==> config.mk <==
export PLATFORM = sky130hd
export DESIGN_NAME = uart_core
export DESIGN_NICKNAME = d
export VERILOG_FILES = /design/src/rtl/uart_core.sv
export SDC_FILE = /design/constraint.sdc
export NUM_CORES = 1
export LEC_CHECK = 0
export CAP_MARGIN = 10
export CORE_ASPECT_RATIO = 1.5
export CORE_MARGIN = 2
export CORE_UTILIZATION = 25
export DETAILED_ROUTE_END_ITERATION = 10
export REMOVE_ABC_BUFFERS = 1
export SLEW_MARGIN = 20
export SYNTH_ARGS = -nofsm -noshare
export SYNTH_HDL_FRONTEND = slang
export SYNTH_SLANG_ARGS = --single-unit
==> constraint.sdc <==
create_clock -name i_clk -period 1.9 [get_ports i_clk]
set_input_delay 0.285 -clock i_clk [delete_from_list [all_inputs] [get_ports i_clk]]
set_output_delay 0.285 -clock i_clk [all_outputs]
set_load 0.005 [all_outputs]
==> src/rtl/uart_core.sv <==
// uart_core: parametrised full-duplex UART with valid/ready handshakes and RX error reporting.
// TX and RX are independent FSMs sharing the clock; RX input is double-flop synchronised.
module uart_core #(
   parameter int DATA_BITS    = 8,
   parameter int CLKS_PER_BIT = 868,
   parameter int PARITY_MODE  = 0,
   parameter int STOP_BITS    = 1
)(
   input  logic                 i_clk,
   input  logic                 i_rst_n,
   input  logic                 i_tx_valid,
   output logic                 o_tx_ready,
   input  logic [DATA_BITS-1:0] i_tx_data,
   output logic                 o_tx,
   input  logic                 i_rx,
   output logic                 o_rx_valid,
   input  logic                 i_rx_ready,
   output logic [DATA_BITS-1:0] o_rx_data,
   output logic                 o_rx_parity_err,
   output logic                 o_rx_frame_err,
   output logic                 o_rx_overrun
);
   if (CLKS_PER_BIT < 4 || DATA_BITS < 5 || DATA_BITS > 9 || PARITY_MODE > 2 || STOP_BITS < 1 || STOP_BITS > 2) begin : g_param_chk
      $error("uart_core: illegal parameter value");
   end

   localparam int CW = $clog2(CLKS_PER_BIT);
   localparam logic [CW-1:0] BIT_END = CW'(CLKS_PER_BIT - 1);
   localparam logic [CW-1:0] HALF    = CW'(CLKS_PER_BIT / 2);
   localparam logic [3:0]    D_LAST  = 4'(DATA_BITS - 1);
   localparam logic [3:0]    S_LAST  = 4'(STOP_BITS - 1);

   typedef enum logic [2:0] {IDLE, START, DATA, PARITY, STOP} state_t;

   state_t r_tx_state, w_tx_state_nxt;
   logic [CW-1:0] r_tx_cnt;
   logic [3:0] r_tx_idx;
   logic [DATA_BITS-1:0] r_tx_shift;
   logic r_tx_par;
   logic w_tx_bit_end, w_tx_accept;

   assign w_tx_bit_end = r_tx_cnt == BIT_END;
   assign w_tx_accept  = i_tx_valid && o_tx_ready;
   // Ready in the final stop-bit cycle lets the next start bit follow with no idle gap
   assign o_tx_ready = r_tx_state == IDLE || (r_tx_state == STOP && w_tx_bit_end && r_tx_idx == S_LAST);
   assign o_tx = (r_tx_state == START) ? 1'b0 : (r_tx_state == DATA) ? r_tx_shift[0] :
                 (r_tx_state == PARITY) ? r_tx_par : 1'b1;

   always_ff @(posedge i_clk or negedge i_rst_n)
      if (!i_rst_n) r_tx_state <= IDLE;
      else          r_tx_state <= w_tx_state_nxt;

   always_comb begin
      w_tx_state_nxt = r_tx_state;
      case (r_tx_state)
         IDLE:    if (w_tx_accept) w_tx_state_nxt = START;
         START:   if (w_tx_bit_end) w_tx_state_nxt = DATA;
         DATA:    if (w_tx_bit_end && r_tx_idx == D_LAST) w_tx_state_nxt = (PARITY_MODE != 0) ? PARITY : STOP;
         PARITY:  if (w_tx_bit_end) w_tx_state_nxt = STOP;
         default: if (o_tx_ready) w_tx_state_nxt = i_tx_valid ? START : IDLE;
      endcase
   end

   always_ff @(posedge i_clk or negedge i_rst_n)
      if (!i_rst_n) begin
         r_tx_cnt   <= '0;
         r_tx_idx   <= '0;
         r_tx_shift <= '0;
         r_tx_par   <= 1'b0;
      end else begin
         r_tx_cnt <= (r_tx_state == IDLE || w_tx_bit_end) ? '0 : r_tx_cnt + 1'b1;
         if (w_tx_accept) begin
            r_tx_shift <= i_tx_data;
            r_tx_par   <= ^i_tx_data ^ (PARITY_MODE == 2);
         end else if (r_tx_state == DATA && w_tx_bit_end)
            r_tx_shift <= r_tx_shift >> 1;
         if (w_tx_bit_end) r_tx_idx <= (w_tx_state_nxt != r_tx_state) ? '0 : r_tx_idx + 1'b1;
      end

   state_t r_rx_state, w_rx_state_nxt;
   logic r_rx_s1, r_rx_s2, r_rx_prev;
   logic [CW-1:0] r_rx_cnt;
   logic [3:0] r_rx_idx;
   logic [DATA_BITS-1:0] r_rx_shift;
   logic r_rx_perr;
   logic w_rx, w_rx_sample, w_rx_done, w_rx_hs;

   assign w_rx        = r_rx_s2;
   assign w_rx_sample = (r_rx_state == START) ? r_rx_cnt == HALF : r_rx_cnt == BIT_END;
   assign w_rx_done   = r_rx_state == STOP && w_rx_sample;
   assign w_rx_hs     = o_rx_valid && i_rx_ready;

   always_ff @(posedge i_clk or negedge i_rst_n)
      if (!i_rst_n) r_rx_state <= IDLE;
      else          r_rx_state <= w_rx_state_nxt;

   // Edge detect needs a high-then-low pair, so a held-low break line cannot re-trigger
   always_comb begin
      w_rx_state_nxt = r_rx_state;
      case (r_rx_state)
         IDLE:    if (r_rx_prev && !w_rx) w_rx_state_nxt = START;
         START:   if (w_rx_sample) w_rx_state_nxt = w_rx ? IDLE : DATA;
         DATA:    if (w_rx_sample && r_rx_idx == D_LAST) w_rx_state_nxt = (PARITY_MODE != 0) ? PARITY : STOP;
         PARITY:  if (w_rx_sample) w_rx_state_nxt = STOP;
         default: if (w_rx_sample) w_rx_state_nxt = IDLE;
      endcase
   end

   always_ff @(posedge i_clk or negedge i_rst_n)
      if (!i_rst_n) begin
         r_rx_s1         <= 1'b1;
         r_rx_s2         <= 1'b1;
         r_rx_prev       <= 1'b1;
         r_rx_cnt        <= '0;
         r_rx_idx        <= '0;
         r_rx_shift      <= '0;
         r_rx_perr       <= 1'b0;
         o_rx_valid      <= 1'b0;
         o_rx_data       <= '0;
         o_rx_parity_err <= 1'b0;
         o_rx_frame_err  <= 1'b0;
         o_rx_overrun    <= 1'b0;
      end else begin
         r_rx_s1   <= i_rx;
         r_rx_s2   <= r_rx_s1;
         r_rx_prev <= r_rx_s2;
         r_rx_cnt  <= (r_rx_state == IDLE || w_rx_sample) ? '0 : r_rx_cnt + 1'b1;
         if (w_rx_sample) r_rx_idx <= (w_rx_state_nxt != r_rx_state) ? '0 : r_rx_idx + 1'b1;
         if (r_rx_state == DATA && w_rx_sample) r_rx_shift <= {w_rx, r_rx_shift[DATA_BITS-1:1]};
         if (r_rx_state == PARITY && w_rx_sample) r_rx_perr <= ^r_rx_shift ^ w_rx ^ (PARITY_MODE == 2);
         if (w_rx_done && (!o_rx_valid || w_rx_hs)) begin
            o_rx_valid      <= 1'b1;
            o_rx_data       <= r_rx_shift;
            o_rx_parity_err <= (PARITY_MODE != 0) && r_rx_perr;
            o_rx_frame_err  <= !w_rx;
         end else if (w_rx_hs)
            o_rx_valid <= 1'b0;
         o_rx_overrun <= !w_rx_hs && (o_rx_overrun || (w_rx_done && o_rx_valid));
      end
endmodule

## Word level (Yosys, flattened, before mapping)

Index checks and enable logic that the tools add are counted.

| storage, ports and cells | value |
|---|---|
| register bits after elaboration | 65 |
| input port bits | 13 |
| output and inout port bits | 14 |
| logic and storage cells | 88 |

| cells by class | value |
|---|---|
| $add $sub $neg | 4 |
| equal/unequal tests | 15 |
| multiplexer cells | 26 |
| reduce and logical (&&, ||, !) cells | 27 |

Operators by type and width:

| kind | count |
|---|---|
| $mux 3 | 10 |
| $pmux 3 s4 | 2 |
| $add 10x1->10 const B | 2 |
| $eq 10x10->1 const B | 2 |
| $mux 10 | 2 |
| $mux 8 | 2 |
| $logic_and 1x1->1 | 13 |
| $eq 3x2->1 const B | 4 |
| $eq 10x9->1 const B | 1 |
| $add 4x1->4 const B | 2 |
| $eq 4x3->1 const B | 2 |
| $mux 4 | 2 |
| $reduce_xor 8->1 | 1 |
| $mux 1 | 7 |
| $eq 3x1->1 const B | 2 |
| $eq 3x3->1 const B | 2 |
| $logic_not 3->1 | 2 |
| $ne 3x3->1 | 2 |
| $logic_or 1x1->1 | 5 |
| $logic_not 4->1 | 1 |
| $reduce_bool 2->1 | 2 |
| $logic_not 1->1 | 3 |
| $mux 2 | 1 |

## Longest topological paths before layout

Gate-level depths: netlist of run 1.

| logic depth | value |
|---|---|
| depth after elaboration | 9 |
| mapped depth | 8 |
| depth with buffers taken out | 7 |

## Worst setup path after synthesis of run 1

No wires, ideal clock.

| timing path | value |
|---|---|
| path type | register -> register |
| start | register r_rx_cnt[4] |
| end | register o_rx_data[0] |
| setup time | 125 ps |
| data arrival time | 1,942 ps |
| required time | 1,775 ps |
| path slack | -167 ps |
| cell stages (with the launch flop) | 6 |
| buffers on the path | 0 |
| period minus slack after synthesis | 2,067 ps |
| path through | dfrtp_1 > and4bb_2 > nand4_1 > or4b_4 > a21oi_4 > mux2_2 |

| on the way | value |
|---|---|
| cells in the longest elaborated chain, start to end | 4 |
| elaborated cells on any way between the ends | 5 |
| classes of those cells | 2 x eq/ne; 1 x mux; 2 x reduce/logical |

RTL lines:

| what | line | RTL |
|---|---|---|
| start, declared | 82 | `logic [CW-1:0] r_rx_cnt;` |
| start signal, assigned | 127 | `r_rx_cnt <= (r_rx_state == IDLE \|\| w_rx_sample) ? '0 : r_rx_cnt + 1'b1;` |
| $eq 10x10->1 or $eq 10x9->1 (tied branches) | 89 | `assign w_rx_sample = (r_rx_state == START) ? r_rx_cnt == HALF : r_rx_cnt == BIT_END;` |
| $mux 1 * | 89 |  |
| $logic_and 1x1->1 * | 90 | `assign w_rx_done = r_rx_state == STOP && w_rx_sample;` |
| $logic_and 1x1->1 * | 131 | `if (w_rx_done && (!o_rx_valid \|\| w_rx_hs)) begin` |
| end signal, assigned | 133 | `o_rx_data <= r_rx_shift;` |
| end, declared | 18 | `output logic [DATA_BITS-1:0] o_rx_data,` |

Every way passes the cells marked *; elsewhere a longest branch is shown, timed or not.
A chain may end at the register's enable or synchronous reset.

## Worst setup path after layout of run 1

| timing path | value |
|---|---|
| start | register r_rx_cnt[7] |
| end | register o_rx_data[6] |

The elaborated chain is that of the path after synthesis.

==> Flow_metrics.wiki, run 1 <==
{| class="wikitable"
! Metric !! Value
|-
| Status || complete, but fails checks
|-
| Failing checks || setup timing
|-
| CP Data Arrival Time || 2.26 ns
|-
| Nature of the critical path startpoint || flop
|-
| Vias in the first global route || 2413
|-
| Largest family of logic cells by synthesized area || simple AND/OR/NAND/NOR gates
|-
| Multi-input combinational cell area || 0.00143 mm^2
|-
| Net count reported at finish || 378
|-
| Fraction of the yosys area taken by sequential cells || 0.532
|-
| Setup Viol. Count Final || 10
|-
| Die Y || 140 um
|-
| Largest clock skew in the final design || 0.00488 ns
|-
| Largest voltage drop on the vdd net || 0.402 mV
|-
| Placed cell count || 499
|-
| Register-to-register setup slack || -0.15 ns
|-
| Critical path endpoint category || flop
|-
| Post-synthesis compound-gate area fraction || 0.0878
|-
| Via-per-instance ratio || 4.44
|-
| Slowest stage delay, CP || 0.55 ns
|-
| Combinational fraction of design power || 0.095
|-
| Buffers & Inverters on Critical Path || 0
|-
| Power density cells || 920 mW/mm^2
|-
| Post-synth EDFFs || 0
|-
| Clock period minus final worst setup slack || 2.05 ns
|-
| Vias || 2299
|-
| Top-Level Pins || 27
|-
| Inserted Clock Buffers || 9
|-
| Type of the setup path with the least slack || reg2reg
|-
| Fin. max-slew vios || 0
|-
| DP Wirelength || 4360 um
|-
| Required time worst endpoint || 2.11 ns
|-
| XOR/XNOR Fraction of Synth Area || 0.0657
|-
| FMAX || 0.489 GHz
|-
| Routed wire per std cell || 12.1 um
|-
| Post-route DRC violation count || 0
|-
| Die outline area || 0.0132 mm^2
|-
| Count of yosys warnings during synthesis || 0
|-
| Net switching power figure || 0.832 mW
|-
| Tightest Hold Check Type || reg2reg
|-
| Part of the power in the clock network || 0.527
|-
| Clock latency on the worst-skew pair || 0.33 ns
|-
| Unrepaired setup endpoints after global routing || yes
|-
| Maximum number of pins on one net before global-route repair || 66
|-
| Sequential cell area in the final layout || 0.00163 mm^2
|-
| CP Depth || 5
|-
| Power share of the sequential group || 0.378
|-
| Share of total power consumed by net switching || 0.212
|-
| Period Utilization, post-route || 1.08
|-
| Final worst setup slack || -0.146 ns
|-
| Number of register bits inferred by synthesis || 65
|-
| Power, Total || 3.92 mW
|-
| Clock root buffer master || clkbuf_16
|-
| Cells after synthesis || 289
|-
| Count of TritonRoute iterations in the first routing pass || 4
|-
| CTS H-tree depth || 3
|-
| TritonCTS clock tree || yes
|-
| Finished Layout Cells || 518
|-
| Slowest cell on the critical path || or4b_4
|-
| Post-Synthesis Mean Instance Area || 10.6 um^2
|-
| Global-route met1 utilization || 0.117
|-
| Chip width || 94.4 um
|-
| Adder-cell share of the synthesized area || 0.0204
|-
| Gate family responsible for the most delay along the worst path || simple AND/OR/NAND/NOR gates
|-
| Number of instances on the worst hold path || 0
|-
| Busiest metal layer after global routing || met2
|-
| Hold Violations, Final || 0
|-
| Area of the core region || 0.0120 mm^2
|-
| DR iter-0 viols || 44
|-
| Max-cap violations || 0
|-
| Starting density of the core || 0.256
|-
| WL final || 6280 um
|-
| Placer congestion estimate || 0.774
|-
| GRT Residual Overflow || 0
|-
| Int Pwr || 3.09 mW
|-
| Worst-case clock buffer depth || 2
|-
| Dominant register cell in the synthesized netlist || dfrtp_1
|-
| Setup_tns || -1.21 ns
|-
| Highest net fanout along the worst path || 5
|-
| Global-route total usage across every layer || 0.101
|-
| Leakage power figure || 1.99 nW
|-
| Fraction of registers with async set/reset || 1.00
|-
| Clock slew at reported path FFs || 0.06 ns
|-
| Multiplexer fraction of the synthesized cell area || 0.0816
|-
| Row cnt || 49
|-
| Fraction of final layout cells with drive strength greater than 1 || 0.255
|-
| Remaining antenna violation count after routing || 0
|-
| Antenna diode count || 0
|-
| Wire length of the first global-routing pass || 10600 um
|-
| Cell Chain, Critical Path || and4bb_2 -> nand4_1 -> or4b_4 -> a21oi_4 -> mux2_2
|-
| Cell depth of the worst flop-to-flop path || 5
|-
| Synth cell types || 45
|-
| Global Route met3 Usage || 0.0195
|-
| Post-synthesis share of cell area spent on and, or, nand and nor gates || 0.186
|-
| Filler instances || 1184
|-
| Layout-stage area growth over the synthesis result || 38.9%
|-
| Clock tree sinks || 65
|-
| Global-route met2 utilization || 0.177
|-
| Initial antenna violation count || 0
|-
| Mapped Area || 0.00307 mm^2
|-
| Count of input and output buffers || 25
|}
[cells by family after synthesis]
logic type	after synthesis
and+or+nand+nor	108
muxes	23
buffers and inverters	20
other	1
adders and majority gates	5
AOI/OAI and AO/OA	44
DFF	65
xor gates and xnor gates	23
[worst register-to-register path: cells and delay by family, from the launching register on]
family | cells | cell delay (ns)
simple gates | 3 | 0.98
flops | 1 | 0.37
mux | 1 | 0.37
compound gates | 1 | 0.22
[per-layer routing]
metal	part of all wire	routed length [um]	vias to the layer above
li1	-	-	1148
met1	0.43	2710	1109
met2	0.52	3290	32
met3	0.026	166	10
met4	0.018	113	0
met5	0	0	-
[area by class of cell]
class / instances / share of cell area
timing repair buffer: 67 / 0.136
clock inverter: 6 / 0.0323
clock buffer: 10 / 0.0561
inverter: 12 / 0.0106
multi-input combinational: 205 / 0.337
sequential: 65 / 0.383
tap: 153 / 0.0450
[cells in the mapped netlist, types with 2 or more instances]
cell        n  area, um^2
or3_1       3        18.8
mux2i_1     7        70.1
inv_1      12        45.0
xnor2_1    16         140
nor4b_1     2        17.5
nor3b_1     2        15.0
and4_1      3        26.3
xor2_1      7        61.3
nand4_1     3        18.8
a2bb2oi_1   2        17.5
o22ai_1     2        12.5
a21oi_1    13        65.1
dfstp_2     3        78.8
and4bb_2    2        25.0
nor2_1     33         124
and3_1      6        37.5
mux2_2     16         180
nand2_1    22        82.6
clkbuf_1    7        26.3
o21ai_0    15        75.1
and2_1      2        12.5
nand3_1    10        50.1
ha_1        5        62.6
nor3_1      6        30.0
dfrtp_1    62        1550
nand2b_1    5        31.3
a21o_1      5        37.5
[power by group through the flow]
stage | clock, mW | sequential, mW | combinational, mW
detailed placement | 0 | 1.51 | 0.373
CTS | 2.11 | 1.48 | 0.378
finish | 2.06 | 1.48 | 0.373
global route | 2.18 | 1.49 | 0.423
floorplan | 0 | 1.53 | 0.155
global placement | 0 | 1.50 | 0.365
[metrics by stage]
stage,hold slack [ns],worst slack [ns],util,cell area (um^2)
floorplan,-0.0106,-0.185,-,3030
global placement,0.335,-0.177,0.316,3780
detailed placement,0.336,-0.233,0.316,3780
CTS,0.359,-0.175,0.351,4200
global route,0.368,-0.258,0.356,4260
finish,0.357,-0.146,0.356,4260
[final timing paths]
| kind | end | from |
|---|---|---|
| hold reg to reg | r_rx_s2 | r_rx_s1 |
| setup / recovery | o_rx_data[6] | r_rx_cnt[7] |
| setup reg to reg | o_rx_data[6] | r_rx_cnt[7] |
| max in group asynchronous | r_rx_s2 | i_rst_n |
| min in group asynchronous | r_rx_idx[3] | i_rst_n |
| hold / removal | r_rx_s2 | r_rx_s1 |
[state kept, by name, indices dropped and copies added, names as in the netlist]
| register | count |
|---|---|
| o_rx_data | 8 |
| o_rx_frame_err | 1 |
| o_rx_overrun | 1 |
| o_rx_valid | 1 |
| r_rx_cnt | 10 |
| r_rx_idx | 4 |
| r_rx_prev | 1 |
| r_rx_s1 | 1 |
| r_rx_s2 | 1 |
| r_rx_shift | 8 |
| r_rx_state | 3 |
| r_tx_cnt | 10 |
| r_tx_idx | 4 |
| r_tx_par | 1 |
| r_tx_shift | 8 |
| r_tx_state | 3 |
[what timing repair did]
| item | CTS | global route |
|---|---|---|
| pin swaps | 1 | 5 |
| setup buffers | 0 | 1 |
| hold endpoints to repair | 62 | 0 |
| gates resized for setup | 13 | 13 |
| hold buffers | 1 | 0 |
| cloned | 1 | 0 |
| setup endpoints to repair | 20 | 24 |
[placed cells by master, fill, tap and decap left out, types with 3 or more instances in the layout]
cell type,instances
nand3_1,9
buf_4,37
nor3_1,6
bufinv_16,4
nand4_1,3
xor2_1,7
and3_1,6
clkdlybuf4s50_1,22
clkbuf_16,9
a21oi_1,13
and4_1,3
o21ai_1,3
ha_1,3
mux2_2,13
mux2_4,3
nor2_1,32
nand2b_1,5
mux2i_1,7
or3_1,3
o21ai_0,12
dfrtp_1,62
dfstp_2,3
xnor2_1,16
nand2_1,22
a21o_1,5
buf_6,3
inv_1,12
Power figures use the tool's default switching activity.
==> run 2, diff against run 1 <==
- ABC_CLOCK_PERIOD_IN_PS: not set -> 2500
- clock period: 1.9 -> 2.5 ns (I/O delays scaled with it)
==> run 2 against run 1 <==
The flow now finishes without violations. Clock skew up 0.0028 ns. Global-route usage decreased by 0.71 points. Sequential share of layout area grew 3.7 points. Final area down 8.7%. Register-to-register slack better by 0.44 ns. Core utilization fell by 3.1 points. Routed wire length fell by 8.7%. Hold slack worse by 0.28 ns. Count of clock-buffer cells in the layout decreased by 1. Non-clock buffer count shrank 30. Total power fell by 34%. Die area did not move. Critical path type unchanged. Largest cell class unchanged.
==> Flow_metrics.wiki, run 2 (synthesis gave the netlist of run 1 again) <==
{| class="wikitable"
! Metric !! Value
|-
| Status || finished clean
|-
| Vias || 2180
|-
| Chip width || 94.4 um
|-
| Hold Violations, Final || 0
|-
| End-of-flow core utilization || 0.325
|-
| Largest clock skew in the final design || 0.00771 ns
|-
| GRT Residual Overflow || 0
|-
| Top-Level Pins || 27
|-
| Slew at the pin closest to its max-slew limit || 0.655 ns
|-
| Remaining antenna violation count after routing || 0
|-
| Power, Total || 2.60 mW
|-
| Net count reported at finish || 347
|-
| Vias in the first global route || 2218
|-
| Die Y || 140 um
|-
| TritonCTS clock tree || yes
|-
| Unrepaired setup endpoints after global routing || no
|-
| CTS H-tree depth || 3
|-
| Wire length of the first global-routing pass || 10100 um
|-
| Post-route DRC violation count || 0
|-
| Routed wire per std cell || 11.8 um
|-
| Cell depth of the worst flop-to-flop path || 5
|-
| DR iter-0 viols || 74
|-
| Count of TritonRoute iterations in the first routing pass || 4
|-
| Highest-count cells in the layout ignoring fill and taps || dfrtp_1, nor2_1, clkdlybuf4s50_1, nand2_1
|-
| Fin. max-slew vios || 0
|-
| Tightest Hold Check Type || in2async
|-
| Power density cells || 670 mW/mm^2
|-
| Most common cell after layout, fill and taps aside || dfrtp_1
|-
| Area of the core region || 0.0120 mm^2
|-
| Nature of the critical path startpoint || flop
|-
| Antenna diode count || 0
|-
| Maximum number of pins on one net before global-route repair || 39
|-
| Initial antenna violation count || 0
|-
| Starting density of the core || 0.256
|-
| Worst flop-to-flop path endpoint || o_rx_data[4]
|-
| DP Wirelength || 4040 um
|-
| Tightest slew margin relative to the limit || 0.563
|-
| Register-to-register setup slack || 0.30 ns
|-
| FMAX || 0.454 GHz
|-
| Clock latency on the worst-skew pair || 0.33 ns
|-
| Worst reg2reg startpoint || r_rx_cnt[4]
|-
| Max-cap violations || 0
|-
| Placer congestion estimate || 0.786
|-
| Clock tree sinks || 65
|-
| Clock period minus final worst setup slack || 2.20 ns
|-
| Largest regs || r_rx_cnt x10, r_tx_cnt x10
|-
| Clock root buffer master || clkbuf_16
|-
| Required time worst endpoint || 2.71 ns
|-
| Count of input and output buffers || 25
|-
| Row cnt || 49
|-
| Global-route total usage across every layer || 0.0941
|-
| Period Utilization, post-route || 0.882
|-
| Inserted Clock Buffers || 9
|-
| Type of the setup path with the least slack || reg2reg
|-
| Fraction of final layout cells with drive strength greater than 1 || 0.162
|-
| Leakage power figure || 1.80 nW
|-
| Critical path endpoint category || flop
|-
| Via-per-instance ratio || 4.48
|-
| Largest voltage drop on the vdd net || 0.343 mV
|-
| Worst-case clock buffer depth || 2
|-
| Setup_tns || 0 ns
|-
| WL final || 5730 um
|-
| Setup Viol. Count Final || 0
|-
| Layout-stage area growth over the synthesis result || 26.8%
|-
| Clock slew at reported path FFs || 0.06 ns
|-
| Highest net fanout along the worst path || 9
|-
| Die outline area || 0.0132 mm^2
|-
| CP Data Arrival Time || 2.42 ns
|}
run 2: changes by cell type in the layout (fill, tap and decap cells not counted), moves of 3 or more:
cell / delta
buf_4: -26
buf_6: -3
bufinv_16: -3
clkinv_4: +3
mux2_2: +3
mux2_4: -3
run 2: what timing repair did:
item | CTS | global route
setup endpoints to repair | 1 | 1
gates resized for setup | 1 | 3
buffers inserted | 2 | 0
hold buffers | 0 | 0
run 2: worst max path at each step:
stage / slack (ns) / from / end / cells past startpoint
3_3_place_gp: 0.31 / r_tx_cnt[0] / r_tx_shift[6] / 7
4_1_cts: 0.04 / r_tx_idx[0] / o_tx_ready / 6
3_5_place_dp: 0.29 / r_rx_cnt[4] / o_rx_data[4] / 5
5_1_grt: 0.14 / r_tx_cnt[0] / r_tx_shift[5] / 7
6_report: 0.30 / r_rx_cnt[4] / o_rx_data[4] / 5
2_1_floorplan: 0.42 / r_tx_cnt[0] / r_tx_shift[1] / 6
run 2: metrics by stage:
stage / setup slack [ns] / instances / area, um^2 / hold slack, ns
after floorplan: 0.415 / 281 / 3030 / 0.0794
after global placement: 0.305 / 469 / 3560 / 0.347
after detailed placement: 0.288 / 469 / 3560 / 0.348
after CTS: 0.0372 / 487 / 3870 / 0.0979
after global routing: 0.136 / 487 / 3890 / 0.121
final: 0.296 / 487 / 3890 / 0.0740
run 2: layout make-up:
class | instances | area, um^2
Tap cell | 153 | 191
Sequential cell | 65 | 1630
Multi-Input combinational cell | 204 | 1370
Inverter | 12 | 45.0
Clock inverter | 7 | 78.8
Fill cell | 1217 | 8070
Timing Repair Buffer | 37 | 350
Clock buffer | 9 | 225
run 2: routing by layer:
metal	up-vias	GRT usage	part of all wire
met4	0	0.0366	0.017
met1	1058	0.114	0.45
li1	1080	-	-
met5	-	0	0
met3	10	0.0238	0.034
met2	32	0.158	0.50
run 2: power by group:
group          switching (mW)  internal [mW]  leakage [nW]
Sequential             0.0626           1.10         0.816
Clock                   0.469          0.779         0.150
Combinational          0.0998         0.0924         0.832
run 2: critical path: stages (launching register included):
cell and delay (ns):
dfrtp_1 0.42, and4bb_2 0.31, nand4_1 0.15, or4b_4 0.54, a21oi_4 0.30, mux2_2 0.38
